### src/rtl/int_issue_ctl.sv
// rtl/int_issue_ctl.sv - issue/hazard control and register-file write-port arbitration for the 3-stage integer pipeline
module int_issue_ctl #(
  parameter int         LD_MAX    = 4,
  parameter logic [3:0] NOP_OP    = 4'h0,
  parameter int         DRAIN_CYC = 3
) (
  input  logic        clk,
  input  logic        rst_n,
  input  logic        inst_valid,
  input  logic [12:0] inst,
  output logic        inst_ready,
  output logic [3:0]  opcode,
  output logic [2:0]  a,
  output logic [2:0]  b,
  output logic [2:0]  c,
  output logic        empty,
  output logic        pause,
  input  logic        pipe_cwrite,
  input  logic [2:0]  pipe_csel,
  input  logic [15:0] pipe_cout,
  input  logic        ld_req,
  input  logic [2:0]  ld_sel,
  input  logic [15:0] ld_dat,
  output logic        ld_gnt,
  output logic        rf_we,
  output logic [2:0]  rf_sel,
  output logic [15:0] rf_dat
);

  typedef enum logic [1:0] {IDLE = 2'd0, RUN = 2'd1, DRAIN = 2'd2, LDSTALL = 2'd3} state_t;

  state_t          state, state_nxt, norm_nxt, ret_state, ret_nxt;
  // Stage 2 is covered by forwarding, so only the output slot and stage 1 are tracked.
  logic [1:0]      dst_v;
  logic [1:0][2:0] dst_r;
  logic [3:0]      wait_cnt;
  logic [2:0]      drain_cnt;
  logic [2:0]      src_a, src_b;
  logic            hazard, accept, ld_deny, go_stall, last_drain;
  logic            adv, load_drain, dec_drain, set_empty, clr_empty;

  assign src_a = inst[8:6];
  assign src_b = inst[5:3];

  always_comb begin
    hazard = 1'b0;
    for (int i = 0; i < 2; i++) begin
      if (dst_v[i] && (src_a == dst_r[i] || src_b == dst_r[i])) hazard = 1'b1;
    end
  end

  assign inst_ready = rst_n && (state != LDSTALL) && !hazard;
  assign accept     = inst_valid && inst_ready;

  assign ld_gnt   = ld_req && (!pipe_cwrite || state == LDSTALL);
  assign ld_deny  = ld_req && !ld_gnt;
  assign go_stall = ld_deny && (wait_cnt == 4'(LD_MAX - 1));
  assign rf_we    = pipe_cwrite || ld_gnt;
  assign rf_sel   = ld_gnt ? ld_sel : pipe_csel;
  assign rf_dat   = ld_gnt ? ld_dat : pipe_cout;

  assign last_drain = (state == DRAIN) && !accept && (drain_cnt == 3'd1);

  always_ff @(posedge clk or negedge rst_n) begin
    if (!rst_n) begin
      state     <= IDLE;
      ret_state <= IDLE;
    end else begin
      state <= state_nxt;
      if (go_stall) ret_state <= ret_nxt;
    end
  end

  always_comb begin
    norm_nxt = state;
    case (state)
      IDLE:    if (accept) norm_nxt = RUN;
      RUN:     if (!inst_valid) norm_nxt = DRAIN;
      DRAIN: begin
        if (accept) norm_nxt = RUN;
        else if (drain_cnt == 3'd1) norm_nxt = IDLE;
      end
      LDSTALL: norm_nxt = ret_state;
      default: norm_nxt = IDLE;
    endcase
    // A stall that collides with the final drain step defers the idle entry until after the stall.
    ret_nxt   = last_drain ? DRAIN : norm_nxt;
    state_nxt = go_stall ? LDSTALL : norm_nxt;
  end

  always_comb begin
    adv        = (state != LDSTALL);
    load_drain = (state == RUN) && !inst_valid;
    dec_drain  = (state == DRAIN) && !accept && !(last_drain && go_stall);
    set_empty  = last_drain && !go_stall;
    clr_empty  = (state == IDLE) && accept;
  end

  always_ff @(posedge clk or negedge rst_n) begin
    if (!rst_n) begin
      pause     <= 1'b0;
      empty     <= 1'b1;
      drain_cnt <= 3'd0;
      wait_cnt  <= 4'd0;
      dst_v     <= 2'b00;
      dst_r     <= '0;
      opcode    <= NOP_OP;
      a         <= 3'd0;
      b         <= 3'd0;
      c         <= 3'd0;
    end else begin
      pause <= (state_nxt == LDSTALL);
      if (set_empty) empty <= 1'b1;
      else if (clr_empty) empty <= 1'b0;
      if (load_drain) drain_cnt <= 3'(DRAIN_CYC);
      else if (dec_drain) drain_cnt <= drain_cnt - 3'd1;
      if (!ld_req || ld_gnt) wait_cnt <= 4'd0;
      else wait_cnt <= wait_cnt + 4'd1;
      if (adv) begin
        dst_v  <= {dst_v[0], accept};
        dst_r  <= {dst_r[0], accept ? inst[2:0] : 3'd0};
        opcode <= accept ? inst[12:9] : NOP_OP;
        a      <= accept ? inst[8:6] : 3'd0;
        b      <= accept ? inst[5:3] : 3'd0;
        c      <= accept ? inst[2:0] : 3'd0;
      end
    end
  end

endmodule

### config.mk
export PLATFORM = sky130hd
export DESIGN_NAME = int_issue_ctl
export DESIGN_NICKNAME = d
export VERILOG_FILES = /design/src/rtl/int_issue_ctl.sv
export SDC_FILE = /design/constraint.sdc
export NUM_CORES = 1
export LEC_CHECK = 0
export CAP_MARGIN = 20
export CORE_UTILIZATION = 42
export DETAILED_ROUTE_END_ITERATION = 8
export GPL_ROUTABILITY_DRIVEN = 1
export PLACE_DENSITY = 0.85
export SYNTH_ARGS = -nofsm -noshare
export SYNTH_HDL_FRONTEND = slang
export SYNTH_SLANG_ARGS = --single-unit
### constraint.sdc
create_clock -name clk -period 4.7 [get_ports clk]
set_clock_uncertainty 0.15 [all_clocks]
set_input_delay 0.94 -clock clk [delete_from_list [all_inputs] [get_ports clk]]
set_output_delay 0.94 -clock clk [all_outputs]
set_load 0.02 [all_outputs]
# Word-level counts from Yosys, hierarchy flattened
# Index checks and enable logic that the tools add are counted.
[classes]
addsub = 2
n_mul = 0
n_div = 0
magnitude_cmp = 0
n_eq_ne = 11
shifts = 0
n_mux = 20
bitwise = 0
reduce_logical = 31
[op_table]
columns = ["cell", "count"]
rows = [
  ["3-bit two-way mux", 6],
  ["16-bit two-way mux", 1],
  ["1-bit logical AND", 15],
  ["3-bit == test", 4],
  ["2-bit two-way mux", 6],
  ["1-bit logical NOT", 8],
  ["4-bit two-way mux", 2],
  ["2-bit one-hot mux with 4 select lines", 1],
  ["2-bit == test (second input constant)", 3],
  ["1-bit logical OR", 5],
  ["4-bit by 1-bit adder with 4-bit output (second input constant)", 1],
  ["4-bit by 2-bit == test with 1-bit output (second input constant)", 1],
  ["1-bit two-way mux", 4],
  ["2-bit nonzero test", 2],
  ["3-bit by 1-bit == test with 1-bit output (second input constant)", 1],
  ["3-bit by 1-bit subtractor with 3-bit output (second input constant)", 1],
  ["2-bit by 1-bit == test with 1-bit output (second input constant)", 1],
  ["2-bit logical NOT", 1],
  ["2-bit inequality test (second input constant)", 1],
]
[word_totals]
register_bits = 31
latch_bits = 0
ram_bits = 0
mem_bits_ro = 0
out_inout_bits = 37
n_memories = 0

# Longest topological paths before layout
# Gate-level depths: netlist of the first run.
[depth]
ltp_word = 16
ltp_mapped = 8

# Worst setup path before layout of the first run
# OpenSTA, ideal clock, no wires.
[synth_timing]
kind = "in2out"
startpoint = "input inst[3]"
endpoint = "output inst_ready"
arrival_time_ns = 1.898
required_time_ns = 3.610
slack_ns = 1.712
path_stages = 4
n_path_buf = 0
cell_sequence = "and2_1 o2111ai_1 nand2_2 nor3_1"
[synth_via]
elab_chain_len = 7
word_cells_on_any_way = 10
classes_between = "2 x eq/ne; 2 x mux; 6 x reduce/logical"
[synth_rtl]
columns = ["element", "line", "source"]
rows = [
  ["from (decl)", "10", "input logic [12:0] inst,"],
  ["3-bit == test", "48", "if (dst_v[i] && (src_a == dst_r[i] || src_b == dst_r[i])) hazard = 1'b1;"],
  ["1-bit logical OR", "48", ""],
  ["1-bit logical AND", "48", ""],
  ["1-bit two-way mux", "48", ""],
  ["1-bit two-way mux *", "48", ""],
  ["1-bit logical NOT *", "52", "assign inst_ready = rst_n && (state != LDSTALL) && !hazard;"],
  ["1-bit logical AND *", "52", ""],
  ["to (decl)", "11", "output logic inst_ready,"],
]
# Every way passes the cells marked *; elsewhere a longest branch is shown, timed or not.

# Final worst setup path of the first run
[layout_timing]
startpoint = "input pipe_cwrite"
endpoint = "output rf_dat[1]"
[layout_via]
elab_chain_len = 4
[layout_rtl]
columns = ["element", "line", "source"]
rows = [
  ["from (decl)", "18", "input logic pipe_cwrite,"],
  ["1-bit logical NOT", "55", "assign ld_gnt = ld_req && (!pipe_cwrite || state == LDSTALL);"],
  ["1-bit logical OR", "55", ""],
  ["1-bit logical AND", "55", ""],
  ["16-bit two-way mux", "60", "assign rf_dat = ld_gnt ? ld_dat : pipe_cout;"],
  ["to (decl)", "27", "output logic [15:0] rf_dat"],
]
# Every way passes these cells.

==> impl_metrics.json, run 1 <==
{
  "crit_path_frequent_cell": "nand2_1",
  "drt_pass1_iterations": 4,
  "dp_hpwl_um": 3600,
  "n_antenna_cell": 0,
  "status": "complete, no violations",
  "drive_above_1_share_pct": 5.69,
  "numPortBuffers": 92,
  "core_area_um2": 4000,
  "grt_antenna_before_repair": 0,
  "cp.arrival_ns": 2.79,
  "max_freq_ghz": 0.257,
  "tightest_slew_ns": 0.785,
  "maxSlewViolCount": 0,
  "drc": 0,
  "wl_um": 4630,
  "required_ns": 3.61,
  "path_class": "in2out",
  "cp_max_fo": 20,
  "rr_worst_depth": 4,
  "setup_viol": 0,
  "antenna_left": 0,
  "dr.first_iter.drc_count": 144,
  "max_slew_margin_pct": 47.7,
  "fill_cells": 336,
  "synth_cells": 209,
  "period_needed_ns": 3.88,
  "ys_top_cells_by_area": "dfrtp_1 (43%), nand2_1 (17%), a22o_1 (6.5%)",
  "htree_levels": 2,
  "hold_path_class": "reg2reg",
  "maxCapViolations": 0,
  "die_x_um": 66.6,
  "io_pins": 93,
  "timing.rr.start": "state[1]",
  "hold_buffers": 0,
  "leakagePower_uw": 0.00128,
  "startpoint": "pipe_cwrite",
  "clk_latency_ns": 0.28,
  "timing.rr.end": "drain_cnt[2]",
  "final_cell_mix": "clkdlybuf4s50_1 (92), nand2_1 (80), dfrtp_1 (30), a22o_1 (13)",
  "synth_top_cell_by_area": "dfrtp_1",
  "ys_seq_area_share_pct": 44.3,
  "track_usage_pct": 22.0,
  "grt_max_degree": 33,
  "slowest_delay_ns": 0.61,
  "ys_warn_count": 0,
  "cp_num_buf_inv": 3,
  "cts-resized-gates": 0,
  "end_kind": "primary output",
  "syn_nets": 268,
  "cts_tree": "built",
  "cp_top_family": "buffers and inverters",
  "crit_chain": "clkdlybuf4s50_1 > nand2_1 > nand2_1 > inv_1 > nand2_1 > nand2_1 > clkdlybuf4s50_1",
  "initial_utilization_pct": 43.9,
  "hold_viol_final": 0,
  "postCtsSetupBuffers": 0,
  "clkTransAtPathRegs_ns": 0.06,
  "areaGrowthSynthToFinish_pct": 59.3,
  "overflow": 0,
  "final_common_cell": "clkdlybuf4s50_1",
  "r2r_slack_ns": 2.45,
  "cp-start-kind": "input port",
  "finalNetCount": 357,
  "rsz0062_at_grt": "no",
  "wl_per_cell_um": 13.3,
  "grt_pass1_wl_um": 7370,
  "die_h_um": 66.6,
  "cts_root_buf": "clkbuf_8",
  "tns_ns": 0,
  "clock_sinks": 31,
  "dr_total_vias": 1750,
  "clk_path_buf_depth": 2,
  "peakVddDrop_uv": 235,
  "worstSetupEndpoint": "rf_dat[1]",
  "cp.depth": 7,
  "syn_area_um2": 1750,
  "p_total_uw": 997,
  "powerDensity_nw_per_um2": 357,
  "rows": 23,
  "first_global_vias": 1626,
  "synth_cell_types": 34,
  "postSynthAreaPerCell_um2": 8.39,
  "viasPerCell": 5.01,
  "cts_buffers": 5,
  "fin_crit_sh_pct": 82.6,
  "slowest_stage": "clkdlybuf4s50_1",
  "synth.top_cell.area_share_pct": 42.8,
  "gp_congestion": 0.857,
  "dieArea_um2": 4440,
  "ys_ff_latch": 31
}
## logic make-up (layout without fill, tap and decap cells)
| kind of cell | Yosys count | count (layout) | share of synthesized area, % |
|---|---|---|---|
| muxes | 3 | 3 | 1.71 |
| adders and majority gates | 3 | 3 | 2.14 |
| AOI/OAI and AO/OA | 25 | 25 | 11.4 |
| xor gates and xnor gates | 11 | 11 | 5.49 |
| DFF | 31 | 31 | 44.3 |
| and+or+nand+nor | 118 | 118 | 30.1 |
| buffers and inverters | 18 | 108 | 4.85 |
## synth_stat cells, drive strengths merged
| library cell | n |
|---|---|
| ha | 3 |
| dfrtp | 30 |
| or2 | 1 |
| o21a | 1 |
| a21o | 1 |
| buf | 6 |
| mux2i | 3 |
| nor3 | 4 |
| o21ai | 3 |
| xnor2 | 10 |
| xor2 | 1 |
| nor2 | 11 |
| a21oi | 2 |
| nor4 | 2 |
| o22a | 1 |
| nand2b | 5 |
| and2 | 3 |
| nand3 | 4 |
| inv | 5 |
| nor3b | 2 |
| dfstp | 1 |
| clkbuf | 7 |
| or3 | 1 |
| a221o | 2 |
| nor4b | 1 |
| nand4 | 2 |
| a22o | 13 |
| nand2 | 82 |
| o2111ai | 2 |
## through the flow
step                hold slack (ns)  utilization (%)  instance area (um2)  cells  worst slack [ns]
finish                        0.310             69.8                 2790    349             0.816
global route                  0.336             69.8                 2790    349             0.635
CTS                           0.314             69.8                 2790    349             0.801
detailed placement            0.309             67.3                 2690    341             0.802
global placement              0.302             67.3                 2690    341             0.816
floorplan                     0.282                -                 1750    209              1.71
## worst register-to-register path, delay by kind of cell (launching register included)
| family | cells | cell delay [ns] |
|---|---|---|
| DFF | 1 | 0.52 |
| and+or+nand+nor | 3 | 1.28 |
| muxes | 1 | 0.23 |
## report_power, final
group | total, uW | internal (uW) | switching, uW | leakage, uW
Clock | 228 | 133 | 94.2 | 0.0000515
Combinational | 395 | 197 | 198 | 0.000826
Sequential | 374 | 318 | 56.1 | 0.000407
Total | 997 | 648 | 348 | 0.00128
## area by class of cell
class                           count  area (um2)  share of cell area, %
Inverter                            5        18.8                  0.672
Sequential cell                    31         777                   27.8
Timing Repair Buffer               95         943                   33.8
Tap cell                           50        62.6                   2.24
Clock buffer                        8         100                   3.58
Multi-Input combinational cell    160         892                   31.9
## state kept, by name (all words and copies together), names as in the netlist
name and cells:
dst_v 2, dst_r 6, a 3, state 2, drain_cnt 3, b 3
wait_cnt 4, pause 1, opcode 4, empty 1, ret_state 2
## layer usage
layer	part of all wire, %	vias up	global-route usage [%]
li1	-	867	-
met1	42	840	28.1
met2	53	36	36.5
met3	3.9	7	5.14
met4	1.0	0	6.65
met5	0	-	0
## worst min-delay path by stage
| stage | startpoint | end | slack (ns) | cells after the start |
|---|---|---|---|---|
| finish | wait_cnt[0] | wait_cnt[0] | 0.31 | 1 |
| global route | wait_cnt[0] | wait_cnt[0] | 0.34 | 1 |
| floorplan | wait_cnt[0] | wait_cnt[0] | 0.28 | 1 |
| CTS | wait_cnt[0] | wait_cnt[0] | 0.31 | 1 |
| global placement | wait_cnt[0] | wait_cnt[0] | 0.30 | 1 |
| detailed placement | wait_cnt[0] | wait_cnt[0] | 0.31 | 1 |
Power figures use the tool's default switching activity.
==> run 2: changes to the inputs <==
- CORE_UTILIZATION: 42 -> 35
- PLACE_DENSITY: 0.85 -> 0.76
- clock period: 4.7 -> 3.31 ns (I/O delays scaled with it)
==> run 2 against run 1 <==
Die area grew 19%. Final area rose by 3.8%. Largest power group unchanged. Hold slack hardly changed. Non-clock buffer count up 7. Highest routed layer is now met3. Sequential power is 43% higher. Register-to-register slack worse by 1.2 ns. Wire length is 0.52% higher. Clock power increased by 68%. Sequential share of layout area down 1.0 points. Worst setup slack lost 0.60 ns. Total power increased by 50%. Final cell count rose by 6.9%.
==> impl_metrics.json, run 2 (synthesis results as in run 1) <==
{
  "numPortBuffers": 92,
  "finalNetCount": 364,
  "end_kind": "primary output",
  "p_total_uw": 1490,
  "hold_buffers": 0,
  "dr.first_iter.drc_count": 89,
  "dp_hpwl_um": 3570,
  "grt_pass1_wl_um": 7180,
  "rows": 25,
  "use_met2_pct": 29.4,
  "drt_pass1_iterations": 4,
  "slowest_delay_ns": 0.62,
  "period_needed_ns": 3.10,
  "cp_max_fo": 20,
  "rr_worst_depth": 7,
  "worstSetupEndpoint": "rf_dat[1]",
  "use_met3_pct": 4.28,
  "cts_tree": "built",
  "tightest_slew_ns": 0.471,
  "io_pins": 93,
  "dr_total_vias": 1696,
  "dieArea_um2": 5300,
  "timing.rr.start": "dst_r[0]",
  "timing.rr.end": "state[1]",
  "antenna_left": 0,
  "max_slew_margin_pct": 68.4,
  "die_h_um": 72.8,
  "cts_buffers": 5,
  "clock_sinks": 31,
  "areaGrowthSynthToFinish_pct": 65.3,
  "rsz0062_at_grt": "no",
  "initial_utilization_pct": 36.7,
  "maxSlewViolCount": 0,
  "drive_above_1_share_pct": 8.17,
  "largest_reg_flops": 6,
  "r2r_slack_ns": 1.21,
  "placed_cells": 365,
  "hold_viol_final": 0,
  "clk_path_buf_depth": 2,
  "first_global_vias": 1537,
  "overflow": 0,
  "cts_root_buf": "clkbuf_8",
  "maxCapViolations": 0,
  "track_usage_pct": 17.7,
  "htree_levels": 2,
  "wl_per_cell_um": 12.5,
  "viasPerCell": 4.55,
  "holdPathStages": 1,
  "top_regs": "dst_r x6, opcode x4, wait_cnt x4",
  "die_x_um": 72.8,
  "largest-register": "dst_r",
  "grt_antenna_before_repair": 0,
  "max_freq_ghz": 0.323,
  "final_util_pct": 60.6,
  "powerDensity_nw_per_um2": 514,
  "clk_latency_ns": 0.27,
  "wl_um": 4660,
  "leakagePower_uw": 0.00134,
  "path_class": "in2out",
  "crit_chain": "clkdlybuf4s50_1 > nand2_1 > nand2_1 > inv_1 > buf_12 > nand2_1 > nand2_1 > clkdlybuf4s50_1",
  "grt_max_degree": 33,
  "fill_cells": 420,
  "cp.arrival_ns": 2.28,
  "crit_path_frequent_cell": "nand2_1",
  "clkTransAtPathRegs_ns": 0.06,
  "setup_viol": 0,
  "startpoint": "pipe_cwrite",
  "stdcell_count": 373,
  "slowest_stage": "clkdlybuf4s50_1",
  "grt.busiest_layer": "met2",
  "status": "complete, no violations",
  "peakVddDrop_uv": 294,
  "core_area_um2": 4790,
  "final_cell_mix": "clkdlybuf4s50_1 (91), nand2_1 (80), dfrtp_1 (30), a22o_1 (13)",
  "cp-start-kind": "input port",
  "final_common_cell": "clkdlybuf4s50_1",
  "gp_congestion": 0.797,
  "required_ns": 2.50,
  "gr-usage-met1_pct": 23.4,
  "fin_crit_sh_pct": 93.6,
  "n_antenna_cell": 0,
  "hold_path_class": "reg2reg",
  "drc": 0
}
==> run 2: cell types whose count changed in the layout (fill, tap and decap cells not counted) <==
cell and delta:
buf_12 +1, buf_4 +6, bufinv_16 +1, clkbuf_1 -1, clkbuf_8 -1, clkdlybuf4s50_1 -1
clkinv_2 +1, dlymetal6s2s_1 +1
==> run 2: stage by stage <==
stage	setup TNS (ns)	hold WS (ns)	cell area [um2]	setup slack, ns
2_1_floorplan	0	0.216	1750	0.878
3_3_place_gp	-0.00320	0.297	2780	-0.00320
3_5_place_dp	0	0.307	2780	0.00171
4_1_cts	0	0.316	2900	0.0103
5_1_grt	0	0.337	2900	0.100
6_report	0	0.311	2900	0.213
==> run 2: repair_timing <==
action / in CTS / in global routing
setup buffers: 0 / 0
gates resized for setup: 0 / 1
endpoints found under the setup margin: 0 / 1
==> run 2: routing by layer <==
metal | vias up | routed length (um)
met1 | 784 | 2120
met4 | 0 | 0
met5 | - | 0
met2 | 30 | 2410
li1 | 882 | -
met3 | 0 | 120
==> run 2: worst min-delay path by stage <==
| stage | startpoint | to |
|---|---|---|
| after floorplan | rst_n | a[0] |
| after global placement | wait_cnt[0] | wait_cnt[0] |
| after detailed placement | wait_cnt[0] | wait_cnt[0] |
| after CTS | wait_cnt[0] | wait_cnt[0] |
| after global routing | wait_cnt[0] | wait_cnt[0] |
| final | wait_cnt[0] | wait_cnt[0] |
==> run 2: area by class of cell <==
class	count	area (um2)	area share (%)
repair buffers	102	1010	34.9
clock inverters	2	35.0	1.21
clock buffers	6	82.6	2.85
well taps	67	83.8	2.89
inverters	5	18.8	0.647
multi-input cells	160	892	30.8
flip-flops and latches	31	777	26.8
==> run 2: where the power goes <==
group          internal, uW  switching (uW)
combinational           296             280
clock                   243             139
sequential              452            80.9
total                   991             500
==> run 2: critical path: cells and delay by family <==
family	cells	cell delay (ns)
buf+inv	4	1.32
simple gates	4	0.31
==> run 3: changes to the inputs <==
- CORE_UTILIZATION: 35 -> 25
- PLACE_DENSITY: 0.76 -> default
- REMOVE_ABC_BUFFERS: default -> 1
==> run 3 against run 2 <==
Non-clock buffer count is 2 higher. Clock-buffer cell count is 1 higher. Largest cell class unchanged. Final area is 0.52% higher. Register-to-register slack worse by 0.04 ns. Utilization is 18 points lower. Sequential cell count stayed put. Via count is 3.1% higher. Sequential share of layout area is 0.14 points lower. Largest power group unchanged. Wire length is 0.39% higher. Die area is 39% higher. First-iteration DRC count is 36% lower. Final cell count is 8.3% higher.
==> impl_metrics.json, run 3 (synthesis results as in run 1) <==
{
  "p_clk_share_pct": 20.3,
  "hold_path_end": "wait_cnt[0]",
  "wl_per_cell_um": 11.6,
  "viasPerCell": 4.33,
  "cp-start-kind": "input port",
  "slowest_stage": "clkdlybuf4s50_1",
  "wirelength_met1_um": 2150,
  "end_kind": "primary output",
  "cp_num_buf_inv": 4,
  "initial_utilization_pct": 25.8,
  "path_class": "in2out",
  "rr_worst_depth": 7,
  "cts_tree": "built",
  "dieArea_um2": 7360,
  "drc": 0,
  "holdPathStages": 1,
  "p_int_uw": 901,
  "top_layer": "met4",
  "die_h_um": 85.8,
  "top_regs": "dst_r x6, opcode x4, wait_cnt x4",
  "largest_reg_flops": 6,
  "finalNetCount": 366,
  "track_usage_pct": 13.1,
  "layout_setup_ws_ns": 0.154,
  "slowest_delay_ns": 0.60,
  "maxSlewViolCount": 0,
  "max_freq_ghz": 0.317,
  "tightest_slew_ns": 0.497,
  "r2r_slack_ns": 1.17,
  "timing.rr.end": "drain_cnt[1]",
  "combinationalPowerShare_pct": 41.6,
  "dr_total_vias": 1749,
  "gp_congestion": 0.727,
  "grt_max_degree": 33,
  "place_ws_ns": 0.0439,
  "antenna_left": 0,
  "htree_levels": 2,
  "cts_buffers": 5,
  "numPortBuffers": 92,
  "tns_ns": 0,
  "hold_buffers": 0,
  "grt_antenna_before_repair": 0,
  "drive_above_1_share_pct": 8.12,
  "leakagePower_uw": 0.00133,
  "largest-register": "dst_r",
  "final_cell_mix": "clkdlybuf4s50_1 (91), nand2_1 (80), dfrtp_1 (30), a22o_1 (13), buf_4 (11)",
  "switching_share_pct": 35.7,
  "clk_latency_ns": 0.29,
  "maxCapViolations": 0,
  "final_common_cell": "clkdlybuf4s50_1",
  "wl_met2_um": 2200,
  "p_total_uw": 1400,
  "cp_max_fo": 16,
  "rsz0062_at_grt": "no",
  "cp_top_family": "buffers and inverters",
  "setup_viol": 0,
  "min_from": "wait_cnt[0]",
  "core_area_um2": 6790,
  "cp.arrival_ns": 2.34,
  "die_x_um": 85.8,
  "dp_hpwl_um": 3590,
  "rows": 30,
  "hold_viol_final": 0,
  "fill_cells": 685,
  "fin_crit_sh_pct": 95.3,
  "drt_pass1_iterations": 4,
  "required_ns": 2.50,
  "timing.rr.start": "dst_r[0]",
  "n_antenna_cell": 0,
  "dr.first_iter.drc_count": 57,
  "clock_sinks": 31,
  "period_needed_ns": 3.16,
  "io_pins": 93,
  "clk_path_buf_depth": 2,
  "seq_power_share_pct": 38.1,
  "dr_wl_met3_um": 241,
  "areaGrowthSynthToFinish_pct": 66.2,
  "first_global_vias": 1662,
  "status": "complete, no violations",
  "crit_chain": "clkdlybuf4s50_1 > nand2_1 > inv_1 > buf_12 > nand2_1 > nand2_1 > clkdlybuf4s50_1",
  "peakVddDrop_uv": 147,
  "postCtsSetupBuffers": 0,
  "powerDensity_nw_per_um2": 480,
  "hold_path_class": "reg2reg",
  "max_slew_margin_pct": 66.6,
  "overflow": 0,
  "clkTransAtPathRegs_ns": 0.06,
  "wl_um": 4680,
  "switchingPower_uw": 500,
  "crit_path_frequent_cell": "nand2_1",
  "cts_root_buf": "clkbuf_8",
  "grt_pass1_wl_um": 7660
}
==> run 3: power groups by stage <==
stage | Sequential [uW] | Clock [uW] | Combinational [uW]
after global routing | 546 | 310 | 637
after global placement | 538 | 0 | 586
after CTS | 533 | 297 | 595
after floorplan | 547 | 0 | 286
after detailed placement | 538 | 0 | 592
final | 533 | 284 | 583
==> run 3: worst max-delay path by stage <==
stage                     start          to  slack, ns  cells after the start
global placement        inst[3]  inst_ready       0.03                      6
finish                   ld_req  rf_dat[11]       0.15                      7
global route        pipe_cwrite  rf_dat[13]       0.03                      8
floorplan           pipe_cwrite   rf_dat[0]       0.74                      5
detailed placement      inst[3]  inst_ready       0.04                      6
CTS                     inst[3]  inst_ready       0.02                      6
==> run 3: routing by layer <==
metal / track usage, % / vias up
li1: - / 887
met4: 4.55 / 0
met5: 0 / -
met2: 21.5 / 44
met3: 3.75 / 10
met1: 16.4 / 808
==> run 3: worst reg2reg max path, delay by kind of cell (launching register included) <==
| kind | cells | cell delay, ns |
|---|---|---|
| flip-flops | 1 | 0.45 |
| multiplexers | 1 | 0.15 |
| AO/OA/AOI/OAI | 1 | 0.21 |
| buffers and inverters | 1 | 0.15 |
| AND/OR/NAND/NOR | 4 | 0.89 |
==> run 3: layout make-up <==
cell class / instances / area (um2) / area share [%]
sequential: 31 / 777 / 26.7
tap: 96 / 120 / 4.12
clock buffer: 7 / 76.3 / 2.62
inverter: 5 / 18.8 / 0.644
clock inverter: 1 / 5.00 / 0.172
multi-input combinational: 160 / 892 / 30.6
timing repair buffer: 104 / 1030 / 35.2
==> run 3: timing repair <==
| action | in CTS | in global routing |
|---|---|---|
| setup endpoints to repair | 0 | 1 |
| endpoints found under the hold margin | 0 | 0 |
| resized for setup | 0 | 1 |
==> run 3: stage by stage <==
step / hold WS [ns] / instance area [um2] / util (%) / std cells
finish: 0.314 / 2920 / 42.9 / 404
global route: 0.344 / 2920 / 42.9 / 404
CTS: 0.314 / 2910 / 42.9 / 404
detailed placement: 0.306 / 2830 / 41.7 / 396
global placement: 0.302 / 2830 / 41.7 / 396
floorplan: 0.216 / 1690 / - / 196
